<file path="src/rtl/branch_resolve_bht_pkg.sv">
// rtl/branch_resolve_bht_pkg.sv - BHT counter states, opcode and op-class codes for branch resolution
package branch_resolve_bht_pkg;

    localparam logic [1:0] BHT_SNT = 2'd0;
    localparam logic [1:0] BHT_WNT = 2'd1;
    localparam logic [1:0] BHT_WT  = 2'd2;
    localparam logic [1:0] BHT_ST  = 2'd3;
    localparam logic [1:0] BHT_RESET_STATE = BHT_WNT;

    localparam logic [7:0] OP_JIRL = 8'h01;
    localparam logic [7:0] OP_B    = 8'h02;
    localparam logic [7:0] OP_BL   = 8'h03;
    localparam logic [7:0] OP_BEQ  = 8'h04;
    localparam logic [7:0] OP_BNE  = 8'h05;
    localparam logic [7:0] OP_BLT  = 8'h06;
    localparam logic [7:0] OP_BGE  = 8'h07;
    localparam logic [7:0] OP_BLTU = 8'h08;
    localparam logic [7:0] OP_BGEU = 8'h09;

    localparam logic [2:0] OP_TYPE_ALU = 3'd0;
    localparam logic [2:0] OP_TYPE_MEM = 3'd1;
    localparam logic [2:0] OP_TYPE_MUL = 3'd2;
    localparam logic [2:0] OP_TYPE_BJ  = 3'd3;

    function automatic logic is_cond_branch(input logic [7:0] op);
        return (op >= OP_BEQ) && (op <= OP_BGEU);
    endfunction

endpackage

</file>
<file path="src/rtl/branch_resolve_bht_sat_counter2.sv">
// rtl/branch_resolve_bht_sat_counter2.sv - 2-bit saturating counter next-state function
module sat_counter2
    import branch_resolve_bht_pkg::*;
(
    input  logic [1:0] cur,
    input  logic       taken,
    output logic [1:0] next
);

    always_comb begin
        next = cur;
        if (taken) begin
            if (cur != BHT_ST) next = cur + 2'd1;
        end else begin
            if (cur != BHT_SNT) next = cur - 2'd1;
        end
    end

endmodule

</file>
<file path="src/rtl/branch_resolve_bht.sv">
// rtl/branch_resolve_bht.sv - EX branch resolution with direct-mapped 2-bit BHT; BRANCH_PERF_EN adds perf counters
module branch_resolve_bht
    import branch_resolve_bht_pkg::*;
#(
    parameter int XLEN      = 32,
    parameter int BHT_DEPTH = 64,
    parameter int IDX_LSB   = 2
) (
    input  logic            clk,
    input  logic            resetn,
    input  logic [XLEN-1:0] if_pc,
    output logic            pred_taken,
    input  logic            ex_valid,
    input  logic [7:0]      ex_op,
    input  logic [2:0]      ex_op_type,
    input  logic [XLEN-1:0] ex_pc,
    input  logic [XLEN-1:0] ex_rj,
    input  logic [XLEN-1:0] ex_rd,
    input  logic [XLEN-1:0] ex_target,
    input  logic            ex_pred_taken,
    input  logic            flush,
    output logic            redirect_valid,
    output logic [XLEN-1:0] redirect_pc,
    output logic            resolve_taken
`ifdef BRANCH_PERF_EN
    ,
    output logic [31:0]     perf_branch_cnt,
    output logic [31:0]     perf_mispred_cnt
`endif
);

    localparam int IDX_W = $clog2(BHT_DEPTH);

    logic [1:0]       r_bht [BHT_DEPTH];
    logic             r_redirect_valid;
    logic [XLEN-1:0]  r_redirect_pc;
    logic             r_resolve_taken;

    logic [IDX_W-1:0] w_if_idx;
    logic [IDX_W-1:0] w_ex_idx;
    logic             w_accept;
    logic             w_taken;
    logic             w_known;
    logic             w_mispred;
    logic             w_upd_en;
    logic [XLEN-1:0]  w_next_pc;
    logic [1:0]       w_bht_next;

    assign w_if_idx   = if_pc[IDX_LSB +: IDX_W];
    assign w_ex_idx   = ex_pc[IDX_LSB +: IDX_W];
    // Lookup reads the registered table only, so a same-cycle update is not bypassed
    assign pred_taken = r_bht[w_if_idx][1];

    assign w_accept = ex_valid && !flush && (ex_op_type == OP_TYPE_BJ);

    always_comb begin
        w_taken = 1'b0;
        w_known = 1'b1;
        case (ex_op)
            OP_JIRL, OP_B, OP_BL: w_taken = 1'b1;
            OP_BEQ:  w_taken = (ex_rj == ex_rd);
            OP_BNE:  w_taken = (ex_rj != ex_rd);
            OP_BLT:  w_taken = ($signed(ex_rj) <  $signed(ex_rd));
            OP_BGE:  w_taken = ($signed(ex_rj) >= $signed(ex_rd));
            OP_BLTU: w_taken = (ex_rj <  ex_rd);
            OP_BGEU: w_taken = (ex_rj >= ex_rd);
            default: w_known = 1'b0;
        endcase
    end

    // Unknown opcodes resolve not-taken but never force a redirect
    assign w_mispred = w_accept && w_known && (w_taken != ex_pred_taken);
    assign w_next_pc = w_taken ? ex_target : (ex_pc + XLEN'(4));
    assign w_upd_en  = w_accept && is_cond_branch(ex_op);

    sat_counter2 u_sat_counter2 (
        .cur   (r_bht[w_ex_idx]),
        .taken (w_taken),
        .next  (w_bht_next)
    );

    always_ff @(posedge clk or negedge resetn) begin
        if (!resetn) begin
            for (int i = 0; i < BHT_DEPTH; i++) r_bht[i] <= BHT_RESET_STATE;
        end else if (w_upd_en) begin
            r_bht[w_ex_idx] <= w_bht_next;
        end
    end

    always_ff @(posedge clk or negedge resetn) begin
        if (!resetn) begin
            r_redirect_valid <= 1'b0;
            r_redirect_pc    <= '0;
            r_resolve_taken  <= 1'b0;
        end else begin
            r_redirect_valid <= w_mispred;
            if (w_accept) begin
                r_redirect_pc   <= w_next_pc;
                r_resolve_taken <= w_taken;
            end
        end
    end

    assign redirect_valid = r_redirect_valid;
    assign redirect_pc    = r_redirect_pc;
    assign resolve_taken  = r_resolve_taken;

`ifdef BRANCH_PERF_EN
    logic [31:0] r_perf_branch_cnt;
    logic [31:0] r_perf_mispred_cnt;

    always_ff @(posedge clk or negedge resetn) begin
        if (!resetn) begin
            r_perf_branch_cnt  <= '0;
            r_perf_mispred_cnt <= '0;
        end else begin
            if (w_accept)  r_perf_branch_cnt  <= r_perf_branch_cnt + 32'd1;
            if (w_mispred) r_perf_mispred_cnt <= r_perf_mispred_cnt + 32'd1;
        end
    end

    assign perf_branch_cnt  = r_perf_branch_cnt;
    assign perf_mispred_cnt = r_perf_mispred_cnt;
`endif

endmodule
</file>
<file path="config.mk">
export PLATFORM = sky130hd
export DESIGN_NAME = branch_resolve_bht
export DESIGN_NICKNAME = d
export VERILOG_FILES = /design/src/rtl/branch_resolve_bht_pkg.sv /design/src/rtl/branch_resolve_bht_sat_counter2.sv /design/src/rtl/branch_resolve_bht.sv
export SDC_FILE = /design/constraint.sdc
export NUM_CORES = 1
export LEC_CHECK = 0
export BUFFER_PORTS_ARGS = -buffer_cell sky130_fd_sc_hd__buf_2
export CORE_MARGIN = 2
export CORE_UTILIZATION = 40
export CTS_BUF_LIST = sky130_fd_sc_hd__clkbuf_16
export DETAILED_ROUTE_END_ITERATION = 12
export SETUP_SLACK_MARGIN = 0.5
export SYNTH_ARGS = -nofsm -noshare
export SYNTH_HDL_FRONTEND = slang
export SYNTH_SLANG_ARGS = --single-unit
</file>
<file path="constraint.sdc">
create_clock -name clk -period 3.4 [get_ports clk]
set_input_delay 0.34 -clock clk [delete_from_list [all_inputs] [get_ports clk]]
set_output_delay 0.34 -clock clk [all_outputs]
set_load 0.01 [all_outputs]
</file>
==> run_results.csv <==
group,metric,value,unit
status,status,"finished, final reports clean",
synth,synth-async-reset-ratio,100,%
sta,setup_tns,0,ns
synth,synth_nets,1499,
sta,worst_slack,0.517,ns
drt,vias_per_cell,5.95,
clock_tree,clock_sinks,162,
grt,gr-usage-all-layers,27.6,%
placement,dpl.cell_count,1827,
clock_tree,cts_tree,"done",
grt,antenna_found_initial,0,
clock_tree,insertion_delay,0.43,ns
critical_path,arrival,2.54,ns
clock_tree,cts.htree.levels,4,
grt,grt-ovfl-total,0,
die,chipHeight,172,um
clock_tree,cts_buffers,17,
final_layout,final_nets,1683,
placement,place_congestion,0.941,
synth,synth_ff_type,"dfrtp_1",
placement,placed_cell_area,0.0130,mm2
pwr,power.density,359,mW/mm2
min_path,hold_class,"input pin to register",
sta,fmax,0.347,GHz
critical_path,endpoint_kind,"primary output",
synth,synth_edf_count,0,
die,fp.dieW,172,um
sta,rsz0062_at_grt,"yes",
sta,setup_viol,0,
die,initial_utilization,40.6,%
die,rows,61,
drt,drc,0,
pwr,clkPwrFrac,39.9,%
sta,layout_min_cycle_time,2.88,ns
critical_path,cp.required,3.06,ns
drt,postRouteAntennaNets,0,
drt,vias,11100,
synth,yosysSeqAreaShare,36.6,%
run,maxCapViolCount,0,
pwr,p_int,3.45,mW
pwr,power,4.93,mW
pwr,p_sw_share,30.0,%
critical_path,worstSetupPathType,"register to primary output",
critical_path,cp-start-kind,"register",
clock_tree,root_buffer,"clkbuf_16",
placement,dp_hpwl,28.1,mm
drt,dr.pass1.iters,7,
drt,avgRoutedWirePerCell,22.0,um
grt,grt_max_degree,86,
clock_tree,clock_path_buffers,2,
final_layout,fin_util,49.3,%
pwr,power_frac_comb,18.4,%
synth,avgSynthCellArea,8.75,um2
synth,synth-seq-cells,162,
die,boundaryPins,211,
sta,fin_crit_sh,84.8,%
clock_tree,cts.clk_slew.worst_paths,0.07,ns
drt,wirelength,41.1,mm
pwr,leakage,5.99,nW
placement,port_buffers,184,
synth,ys_types,75,
final_layout,diodes,0,
sta,hold_slack,0.164,ns
synth,yosysWarningCount,0,
sta,finalMaxSlewViolations,0,
synth,synthesis.area,0.0113,mm2
grt,grt_pass1_vias,10800,
final_layout,final_cell_count_no_fill,1865,
synth,netlist_instances,1290,
final_layout,design_area,0.0137,mm2
sta,fin_worst_skew,0.0127,ns
grt,grt_pass1_wl,62.2,mm
pwr,pwr-share-seq,41.7,%
drt,drt_iter0_drc,1064,
sta,tightest_slew,0.854,ns
sta,hold_violations,0,
critical_path,path_max_fanout,3,
sta,relSlewSlack,42.9,%
final_layout,drive_gt1_share,34.9,%
pwr,p_switching,1.48,mW
pwr,peakVddDrop,262,uV
die,core_area,0.0278,mm2
final_layout,area_growth,21.5,%
placement,pre_cts_slack,0.0217,ns
die,dieArea,0.0296,mm2
## power groups by stage
stage / clock network [mW] / registers [mW] / logic [mW]
finish: 1.97 / 2.06 / 0.904
global route: 2.06 / 2.06 / 0.979
CTS: 1.99 / 2.06 / 0.882
detailed placement: 0 / 2.09 / 0.877
global placement: 0 / 2.09 / 0.869
floorplan: 0 / 2.13 / 0.393
## layout by cell type (no fill, tap or decap), types with 4 or more instances in the layout
cell type | Yosys | routed
nand2_1 | 264 | 263
nor2_1 | 183 | 183
buf_2 | 15 | 179
dfrtp_1 | 98 | 98
dfstp_2 | 64 | 64
a21oi_2 | 60 | 60
o311ai_1 | 27 | 60
buf_4 | 8 | 60
o211ai_1 | 43 | 43
inv_1 | 44 | 39
nor2_2 | 31 | 30
mux4_2 | 27 | 27
ha_1 | 33 | 27
o311ai_0 | 62 | 26
a21oi_1 | 22 | 22
a221oi_1 | 22 | 21
clkbuf_16 | 0 | 17
o21ai_0 | 17 | 16
nor3_1 | 17 | 16
buf_12 | 0 | 16
xnor2_1 | 15 | 15
nand4_1 | 14 | 14
nand3_1 | 14 | 14
xor2_1 | 12 | 12
nor2b_1 | 11 | 11
a22oi_1 | 11 | 11
mux2_2 | 10 | 10
and3_1 | 9 | 9
o22ai_1 | 8 | 8
mux2i_1 | 7 | 7
o21a_1 | 5 | 5
and2_1 | 5 | 5
ha_4 | 0 | 5
clkinvlp_4 | 0 | 4
## state kept, by name (all words and copies together) (netlist names)
| signal | count |
|---|---|
| r_bht | 128 |
| redirect_pc | 32 |
| redirect_valid | 1 |
| resolve_taken | 1 |
## worst max-delay path: stages, from the launching register on
cell,delay (ns)
dfrtp_1,0.42
mux4_2,0.50
mux4_2,0.56
mux4_2,0.49
buf_6,0.14
## synth_stat cells, types with 3 or more instances
cell,count,area share [%]
a221oi_1,22,1.7
nand3_1,14,0.62
nor4_1,4,0.22
o311ai_1,27,2.1
a22oi_1,11,0.73
dfstp_2,64,15
xor2_1,12,0.93
nor2_1,183,6.1
and2_1,5,0.28
buf_2,15,0.67
o21ai_0,17,0.75
o211ai_1,43,2.9
nor2_2,31,1.7
mux4_2,27,5.4
nand4_1,14,0.78
nor3b_1,3,0.20
nand2_1,264,8.8
and4_1,3,0.23
buf_6,15,1.5
buf_4,8,0.53
xnor2_1,15,1.2
mux2_2,10,1.0
a221o_1,3,0.27
o311ai_0,62,4.8
nor3_1,17,0.75
a21oi_1,22,0.98
and3_1,9,0.50
inv_1,44,1.5
a21oi_2,60,4.7
nor2b_1,11,0.61
clkbuf_1,50,1.7
a21o_1,3,0.20
mux2i_1,7,0.62
dfrtp_1,98,22
o21a_1,5,0.33
ha_1,33,3.7
o22ai_1,8,0.44
buf_1,7,0.23
## kinds of logic (layout without fill, tap and decap cells)
kind of cell	Yosys count	after routing	synth area share, %
compound gates	308	308	22.0
simple gates	575	575	22.3
mux	46	46	7.24
fa+ha+maj	33	33	3.66
buf+inv	139	336	6.05
xor+xnor	27	27	2.10
flops	162	162	36.6
## repair_timing
item                       in CTS  in global routing
hold buffers                    1                  0
buffers inserted                0                  5
gates resized for setup         2                 51
hold endpoints to repair       21                  0
pin swaps                       0                  6
setup endpoints to repair       5                138
## routing by layer
metal	part of all wire, %	track usage (%)	vias up	routed length (um)
met5	0	0	-	0
met4	3.0	9.61	0	1220
li1	-	-	5027	-
met2	46	44.4	578	19000
met3	9.4	5.79	79	3850
met1	41	36.9	5419	17000
## cell type report
cell class	instances	area, um2
Fill cell	2698	14100
Multi-Input combinational cell	989	6630
Sequential cell	162	4130
Timing Repair Buffer	260	1710
Tap cell	378	473
Clock buffer	17	425
Inverter	44	173
Clock inverter	15	156
## worst paths after layout
check | from | to | slack, ns | depth (start not counted)
hold / removal | ex_pc[0] | redirect_pc[0]$_DFFE_PN0P_ | 0.16 | 3
min in group asynchronous | resetn | r_bht[99]$_DFFE_PN0P_ | 0.40 | 2
setup reg to reg | r_bht[86]$_DFFE_PN1P_ | r_bht[74]$_DFFE_PN1P_ | 0.58 | 10
setup / recovery | r_bht[33]$_DFFE_PN0P_ | pred_taken | 0.52 | 4
max in group asynchronous | resetn | r_bht[46]$_DFFE_PN1P_ | 2.14 | 3
hold reg to reg | redirect_pc[14]$_DFFE_PN0P_ | redirect_pc[14]$_DFFE_PN0P_ | 0.48 | 2
Power figures use the tool's default switching activity.
